### src/rtl/pcpi_initiator.sv
// PCPI initiator: takes one instruction plus operands on a valid/ready command port,
// presents it to the co-processors and returns the co-processor result (or a timeout)
// on a valid/ready response port.
module pcpi_initiator #(
    parameter int unsigned TIMEOUT_CYCLES = 16
) (
    input  logic        clk_i,
    input  logic        reset_i,

    input  logic        cmd_valid_i,
    output logic        cmd_ready_o,
    input  logic [31:0] cmd_insn_i,
    input  logic [31:0] cmd_rs1_i,
    input  logic [31:0] cmd_rs2_i,

    output logic        pcpi_valid_o,
    output logic [31:0] pcpi_insn_o,
    output logic [31:0] pcpi_rs1_o,
    output logic [31:0] pcpi_rs2_o,
    input  logic        pcpi_wr_i,
    input  logic [31:0] pcpi_rd_i,
    input  logic        pcpi_wait_i,
    input  logic        pcpi_ready_i,

    output logic        rsp_valid_o,
    input  logic        rsp_ready_i,
    output logic        rsp_wr_o,
    output logic [31:0] rsp_rd_o,
    output logic        rsp_timeout_o
);

    localparam int unsigned CntW = $clog2(TIMEOUT_CYCLES) + 1;
    // Counter value on the last unclaimed cycle before the request is abandoned.
    localparam logic [CntW-1:0] CntLast = CntW'(TIMEOUT_CYCLES - 1);

    typedef enum logic [1:0] {StIdle, StBusy, StResp} state_e;

    state_e          state_q, state_d;
    logic [CntW-1:0] cnt_q, cnt_d;
    logic [31:0]     insn_q, insn_d;
    logic [31:0]     rs1_q, rs1_d;
    logic [31:0]     rs2_q, rs2_d;
    logic            rsp_wr_q, rsp_wr_d;
    logic [31:0]     rsp_rd_q, rsp_rd_d;
    logic            rsp_to_q, rsp_to_d;

    logic            unclaimed_last;

    // Final unclaimed cycle: nobody answered and nobody is holding the request.
    assign unclaimed_last = !pcpi_ready_i && !pcpi_wait_i && (cnt_q >= CntLast);

    // State register
    always_ff @(posedge clk_i) begin
        if (reset_i) begin
            state_q <= StIdle;
        end else begin
            state_q <= state_d;
        end
    end

    // Next-state logic; ready has priority over the timeout terminal count
    always_comb begin
        state_d = state_q;
        unique case (state_q)
            StIdle: if (cmd_valid_i) state_d = StBusy;
            StBusy: if (pcpi_ready_i || unclaimed_last) state_d = StResp;
            StResp: if (rsp_ready_i) state_d = StIdle;
            default: state_d = StIdle;
        endcase
    end

    // Handshake outputs decoded from state only
    always_comb begin
        cmd_ready_o  = (state_q == StIdle);
        pcpi_valid_o = (state_q == StBusy);
        rsp_valid_o  = (state_q == StResp);
    end

    // Datapath next-state: operand capture, unclaimed counter, response capture
    always_comb begin
        cnt_d    = cnt_q;
        insn_d   = insn_q;
        rs1_d    = rs1_q;
        rs2_d    = rs2_q;
        rsp_wr_d = rsp_wr_q;
        rsp_rd_d = rsp_rd_q;
        rsp_to_d = rsp_to_q;
        unique case (state_q)
            StIdle: begin
                if (cmd_valid_i) begin
                    insn_d = cmd_insn_i;
                    rs1_d  = cmd_rs1_i;
                    rs2_d  = cmd_rs2_i;
                    cnt_d  = '0;
                end
            end
            StBusy: begin
                if (pcpi_ready_i) begin
                    rsp_wr_d = pcpi_wr_i;
                    rsp_rd_d = pcpi_wr_i ? pcpi_rd_i : 32'd0;
                    rsp_to_d = 1'b0;
                end else if (pcpi_wait_i) begin
                    cnt_d = '0;
                end else if (unclaimed_last) begin
                    rsp_wr_d = 1'b0;
                    rsp_rd_d = 32'd0;
                    rsp_to_d = 1'b1;
                end else begin
                    // Never reaches past CntLast, so no wrap is possible.
                    cnt_d = cnt_q + CntW'(1);
                end
            end
            default: ;
        endcase
    end

    // Datapath registers
    always_ff @(posedge clk_i) begin
        if (reset_i) begin
            cnt_q    <= '0;
            insn_q   <= '0;
            rs1_q    <= '0;
            rs2_q    <= '0;
            rsp_wr_q <= 1'b0;
            rsp_rd_q <= '0;
            rsp_to_q <= 1'b0;
        end else begin
            cnt_q    <= cnt_d;
            insn_q   <= insn_d;
            rs1_q    <= rs1_d;
            rs2_q    <= rs2_d;
            rsp_wr_q <= rsp_wr_d;
            rsp_rd_q <= rsp_rd_d;
            rsp_to_q <= rsp_to_d;
        end
    end

    assign pcpi_insn_o   = insn_q;
    assign pcpi_rs1_o    = rs1_q;
    assign pcpi_rs2_o    = rs2_q;
    assign rsp_wr_o      = rsp_wr_q;
    assign rsp_rd_o      = rsp_rd_q;
    assign rsp_timeout_o = rsp_to_q;

endmodule
### config.mk
export PLATFORM = sky130hd
export DESIGN_NAME = pcpi_initiator
export DESIGN_NICKNAME = d
export VERILOG_FILES = /design/src/rtl/pcpi_initiator.sv
export SDC_FILE = /design/constraint.sdc
export NUM_CORES = 1
export LEC_CHECK = 0
export CORE_ASPECT_RATIO = 1.25
export CORE_UTILIZATION = 38
export CTS_CLUSTER_DIAMETER = 150
export DETAILED_ROUTE_END_ITERATION = 8
export PLACE_DENSITY = 0.79
export SETUP_SLACK_MARGIN = 0.4
export SLEW_MARGIN = 30
export SYNTH_ARGS = -nofsm -noshare
export SYNTH_HDL_FRONTEND = slang
export SYNTH_SLANG_ARGS = --single-unit
### constraint.sdc
create_clock -name clk_i -period 2.8 [get_ports clk_i]
set_clock_uncertainty 0.15 [all_clocks]
set_input_delay 0.84 -clock clk_i [delete_from_list [all_inputs] [get_ports clk_i]]
set_output_delay 0.84 -clock clk_i [all_outputs]
set_load 0.01 [all_outputs]
==> results of run 1 <==
==> timing repair <==
action	in CTS	in global routing
endpoints found under the setup margin	22	1
pin swaps	1	0
buffers inserted	1	0
resized for setup	6	1
==> worst max-delay path by stage <==
stage	cells after the start	slack, ns	endpoint	from
5_1_grt	8	0.41	state_q[0]	cnt_q[0]
3_5_place_dp	6	-0.0006	rsp_rd_o[6]	pcpi_wait_i
2_1_floorplan	8	0.76	rsp_rd_o[10]	cnt_q[0]
3_3_place_gp	5	-0.21	rsp_rd_o[0]	pcpi_wait_i
6_report	1	0.46	rsp_rd_o[24]	rsp_rd_o[24]
4_1_cts	2	0.23	cmd_ready_o	state_q[1]
==> cell type report <==
type                            count  share of cell area, %
Tap cell                          164                   2.50
Clock buffer                       19                   5.40
Clock inverter                     12                   1.85
Inverter                            3                  0.137
Timing Repair Buffer              280                   34.3
Sequential cell                   137                   33.5
Multi-Input combinational cell    365                   22.3
==> cell families (layout without fill, tap and decap cells) <==
logic type      count (synthesis)  in the layout  share of synthesized area (%)
flops                         137            137                           57.0
fa+ha+maj                       2              2                          0.520
simple gates                  218            218                           18.5
compound gates                145            145                           18.7
buf+inv                        43            314                           5.35
==> sequential cells by signal (all words and copies together) (netlist names) <==
name / count
state_q: 2
cnt_q: 5
rsp_timeout_o: 1
pcpi_rs1_o: 32
pcpi_rs2_o: 32
pcpi_insn_o: 32
rsp_wr_o: 1
rsp_rd_o: 32
==> stage by stage <==
| stage | setup TNS (ns) | power [W] | std cells | setup WS [ns] |
|---|---|---|---|---|
| 2_1_floorplan | 0 | 0.00246 | 545 | 0.756 |
| 3_3_place_gp | -5.90 | 0.00291 | 947 | -0.209 |
| 3_5_place_dp | -0.000605 | 0.00293 | 948 | -0.000605 |
| 4_1_cts | 0 | 0.00518 | 980 | 0.233 |
| 5_1_grt | 0 | 0.00534 | 980 | 0.411 |
| 6_report | 0 | 0.00513 | 980 | 0.462 |
==> Yosys cell counts, drive strengths merged, types with 2 or more instances <==
cell and count:
nand2 193, dfxtp 137, a21oi 102, a22o 32, buf 24, clkbuf 16, nand2b 6, nor2 4
a21o 3, inv 3, nor2b 3, a211oi 2, and2b 2, ha 2, nand3 2, nand4 2
o21ai 2, o32ai 2
==> routing by layer <==
| layer | vias up | track usage, % |
|---|---|---|
| li1 | 2334 | - |
| met1 | 2204 | 22.3 |
| met2 | 193 | 38.5 |
| met3 | 32 | 7.03 |
| met4 | 0 | 10.8 |
| met5 | - | 0 |
==> tightest hold or removal path, stage by stage (launching register included) <==
cell and delay, ns:
dfxtp_1 0.31, nand2_1 0.05, a21oi_1 0.05
==> power breakdown <==
part	switching (W)	internal, W
Sequential	0.0000584	0.00206
Combinational	0.000332	0.000445
Clock	0.000823	0.00142
Total	0.00121	0.00392
==> flow_metrics.tcl, run 1 <==
set metrics [dict create \
    synth_cell_types 36 \
    rr_startpoint "cnt_q[0]" \
    met2_length_um 7350 \
    post-route-period-util_pct 83.5 \
    dp_hpwl_um 10300 \
    hold_path.startpoint "pcpi_rs1_o[12]" \
    antenna_found_initial 0 \
    rsz0062_at_grt "false" \
    yosys.area.top_type "dfxtp_1" \
    num_io_pins 268 \
    path_max_fanout 2 \
    htreeDepth 4 \
    reg2regPathDepth 8 \
    antenna_cells 0 \
    layout_common_cells "263 x clkdlybuf4s50_1, 192 x nand2_1, 135 x dfxtp_1" \
    synth_nets 682 \
    cts_made_buffers 17 \
    finalSetupViolCount 0 \
    p_per_area_nw_per_um2 626 \
    grt_pass1_vias 4698 \
    syn_area_sq_um 4810 \
    synth_area_leaders "dfxtp_1 57%, nand2_1 15%, a21oi_1 10%" \
    crit_chain "clkdlybuf4s50_1" \
    met1_length_um 5340 \
    status "finished clean" \
    max_freq_mhz 428 \
    die_w_um 103 \
    max_cap_viol_count 0 \
    viasPerCell 4.86 \
    synthFlopType "dfxtp_1" \
    cp_num_buf_inv 1 \
    reg2reg_slack_ns 0.61 \
    worstMarginPinSlew_ns 0.524 \
    avgSynthCellArea_sq_um 8.83 \
    path_class "reg -> out" \
    rr_endpoint "cnt_q[2]" \
    fillCellCount 1002 \
    clock_tree.root_cell "clkbuf_16" \
    peakVddDrop_mv 0.324 \
    slowest_stage "clkdlybuf4s50_1" \
    gp_congestion 0.795 \
    async_flop_share_pct 0 \
    vias 4763 \
    routed.top_layer "met4" \
    multi_input_area_sq_um 1830 \
    crit_family "buffers and inverters" \
    drv_slew 0 \
    utilization_pct 66.8 \
    drt_iter0_markers 148 \
    hold_viol 0 \
    final_common_cell "clkdlybuf4s50_1" \
    cts_tree "done" \
    nets 941 \
    synth_edf_count 0 \
    syn_to_final_growth_pct 70.2 \
    die_y_um 128 \
    wl_per_cell_um 14.6 \
    leakage_nw 3.09 \
    min_delay_path_depth 2 \
    fin_crit_ns 2.34 \
    coreArea_sq_um 12300 \
    hold_buffers 0 \
    seq_area_sq_um 2750 \
    grt_pass1_wl_um 22000 \
    synthCells 545 \
    cp.required_ns 1.81 \
    final_area_sq_um 8200 \
    grtUsageTotal_pct 21.7 \
    ys_ff_latch 137 \
    ys_seq_area_share_pct 57.0 \
    die-area_sq_um 13100 \
    crit_path_end_kind "primary output" \
    hold_class "reg -> reg" \
    netlist.area_leader.share_pct 57.0 \
    numPortBuffers 267 \
    cp.arrival_ns 1.35 \
    placed_cell_area_sq_um 7570 \
    clk_pin_slew_ns 0.06 \
    cts.sinks 137 \
    drive_gt1_share_pct 7.11 \
    ant_nets 0 \
    grt_max_degree 70 \
    holdPathEnd "pcpi_rs1_o[12]" \
    overflow 0 \
    dr_wl_met3_um 1130 \
    firstDrtPassIters 4 \
    slowest_delay_ns 0.58 \
    yosysWarningCount 0 \
    placementRows 45 \
    clockBufferDepth 2 \
    worstSetupStartpointType "register" \
    drt_wl_total_um 14300 \
    start_util_pct 39.2 \
    clock_latency_ns 0.41 \
    timing.hold.ws_ns 0.303 \
    drc_errors 0 \
    slew_headroom_pct 65.1 \
]
No activity file was read; power rests on OpenSTA's default activity.
==> inputs of run 2 (changes only) <==
==> constraint.sdc (replaced) <==
create_clock -name clk_i -period 2.3 [get_ports clk_i]
set_clock_uncertainty 0.15 [all_clocks]
set_input_delay 0.69 -clock clk_i [delete_from_list [all_inputs] [get_ports clk_i]]
set_output_delay 0.69 -clock clk_i [all_outputs]
set_load 0.01 [all_outputs]
==> run 2 against run 1 <==
  * Critical path depth up 1
  * Sequential share of layout area down 0.57 points
  * Via count up 1.8%
  * Worst hold slack worse by 0.0028 ns
  * Combinational power up 18%
  * Global-route usage up 0.63 points
  * Clock-buffer cell count up 3
  * Sequential power up 21%
  * Register-to-register slack worse by 0.24 ns
==> flow_metrics.tcl, run 2 (synthesis results as in run 1) <==
set metrics [dict create \
    status "finished clean" \
    firstDrtPassIters 7 \
    wl_per_cell_um 15.1 \
    worstMarginPinSlew_ns 0.619 \
    grt_pass1_vias 4832 \
    cp.arrival_ns 1.15 \
    path_class "reg -> out" \
    grt_use_met1_pct 22.5 \
    postLayoutSetupSlackWorst_ns 0.315 \
    die_w_um 103 \
    clk_pin_slew_ns 0.06 \
    post-route-period-util_pct 86.3 \
    hold_buffers 0 \
    hold_class "reg -> reg" \
    grt_max_degree 74 \
    antenna_cells 0 \
    max_cap_viol_count 0 \
    vias 4849 \
    grt_pass1_wl_um 22700 \
    worstSetupStartpointType "register" \
    busiest_layer "met2" \
    p_comb_share_pct 14.0 \
    p_per_area_nw_per_um2 783 \
    p_clk_share_pct 46.7 \
    nets 957 \
    drive_gt1_share_pct 11.8 \
    gp_congestion 0.783 \
    grtUsageTotal_pct 22.3 \
    clock_latency_ns 0.41 \
    pwr-share-seq_pct 39.3 \
    antenna_found_initial 0 \
    cp_num_buf_inv 1 \
    drv_slew 0 \
    placementRows 45 \
    final_common_cell "nand2_1" \
    drt_iter0_markers 141 \
    die-area_sq_um 13100 \
    path_max_fanout 7 \
    met3_usage_pct 8.12 \
    dp_hpwl_um 10200 \
    rr_endpoint "rsp_rd_o[10]" \
    cts_made_buffers 17 \
    ant_nets 0 \
    htreeDepth 4 \
    p_int_w 0.00504 \
    slowest_stage "dfxtp_4" \
    crit_path_end_kind "primary output" \
    drt_wl_total_um 15100 \
    leakage_nw 3.53 \
    switching_share_pct 23.0 \
    max_freq_mhz 504 \
    slowest_delay_ns 0.38 \
    coreArea_sq_um 12300 \
    reg2regPathDepth 9 \
    p_sw_w 0.00150 \
    peakVddDrop_mv 0.388 \
    drc_errors 0 \
    slew_headroom_pct 58.7 \
    cp.required_ns 1.46 \
    reg2reg_slack_ns 0.37 \
    layout_common_cells "192 x nand2_1, 133 x dfxtp_1, 131 x clkdlybuf4s50_1" \
    pre_cts_ws_ns -0.129 \
    syn_to_final_growth_pct 73.7 \
    clock_tree.root_cell "clkbuf_16" \
    crit_chain "and2b_2, buf_6" \
    cts_tree "done" \
    viasPerCell 4.86 \
    start_util_pct 39.2 \
    hold_path.startpoint "pcpi_insn_o[22]" \
    holdPathEnd "pcpi_insn_o[22]" \
    num_io_pins 268 \
    finalSetupViolCount 0 \
    tns_ns 0 \
    fillCellCount 1012 \
    die_y_um 128 \
    overflow 0 \
    use_met2_pct 39.5 \
    min_delay_path_depth 2 \
    numPortBuffers 267 \
    crit_family "flip-flops" \
    fin_crit_ns 1.99 \
    rr_startpoint "cnt_q[0]" \
    rsz0062_at_grt "true" \
    cts.sinks 137 \
    hold_viol 0 \
    clockBufferDepth 2 \
]
-- run 2: changes by cell type in the layout (fill, tap and decap cells not counted), sizes merged --
| cell | delta |
|---|---|
| dlymetal6s2s | -1 |
| clkbuf | +14 |
| clkinv | -5 |
| buf | +17 |
| clkdlybuf4s15 | +64 |
| inv | +1 |
| dlygate4sd2 | +57 |
| clkdlybuf4s50 | -132 |
| bufinv | +2 |
-- run 2: worst max path at each step --
stage / startpoint / end / depth (start not counted)
after floorplan: cnt_q[0] / rsp_rd_o[10] / 8
after global placement: pcpi_wait_i / rsp_rd_o[0] / 5
after detailed placement: pcpi_wait_i / rsp_rd_o[31] / 6
after CTS: state_q[0] / pcpi_valid_o / 2
after global routing: state_q[0] / rsp_valid_o / 2
final: state_q[0] / rsp_valid_o / 2
-- run 2: power by group through the flow --
stage	Combinational (W)	Clock (W)	Sequential (W)
floorplan	0.000318	0	0.00268
global placement	0.000925	0	0.00262
detailed placement	0.000951	0	0.00262
CTS	0.000879	0.00310	0.00257
global route	0.000991	0.00321	0.00259
finish	0.000915	0.00306	0.00257
-- run 2: per-layer routing --
metal	wire (um)	up-vias	share of wire, %
li1	-	2362	-
met1	5610	2251	37
met2	7850	200	52
met3	1160	36	7.7
met4	462	0	3.1
met5	0	-	0
-- run 2: cell type report --
| cell class | count | area [sq um] | share of cell area, % |
|---|---|---|---|
| multi-input combinational | 365 | 1890 | 22.5 |
| timing repair buffer | 296 | 2830 | 33.9 |
| tap | 164 | 205 | 2.45 |
| sequential | 137 | 2760 | 32.9 |
| inverter | 3 | 11.3 | 0.135 |
| clock buffer | 22 | 484 | 5.79 |
| clock inverter | 10 | 188 | 2.24 |
-- run 2: repair_timing --
item,4_1_cts,5_1_grt
cloned,1,2
endpoints found under the setup margin,167,114
resized for setup,163,90
setup buffers,4,4
hold endpoints to repair,0,0
pin swaps,6,8
-- run 2: tightest hold or removal path, delay by kind of cell, from the launching register on --
| family | cells | cell delay (ns) |
|---|---|---|
| AO/OA/AOI/OAI | 1 | 0.05 |
| flip-flops | 1 | 0.30 |
| AND/OR/NAND/NOR | 1 | 0.05 |
-- run 2: stage by stage --
step | util (%) | power, W | std cells | hold WS [ns] | cell area [sq um]
after floorplan | - | 0.00300 | 545 | 0.325 | 4820
after global placement | 61.9 | 0.00354 | 952 | 0.290 | 7600
after detailed placement | 62.1 | 0.00358 | 954 | 0.289 | 7620
after CTS | 67.0 | 0.00655 | 991 | 0.301 | 8230
after global routing | 68.1 | 0.00679 | 997 | 0.313 | 8360
final | 68.1 | 0.00654 | 997 | 0.300 | 8360
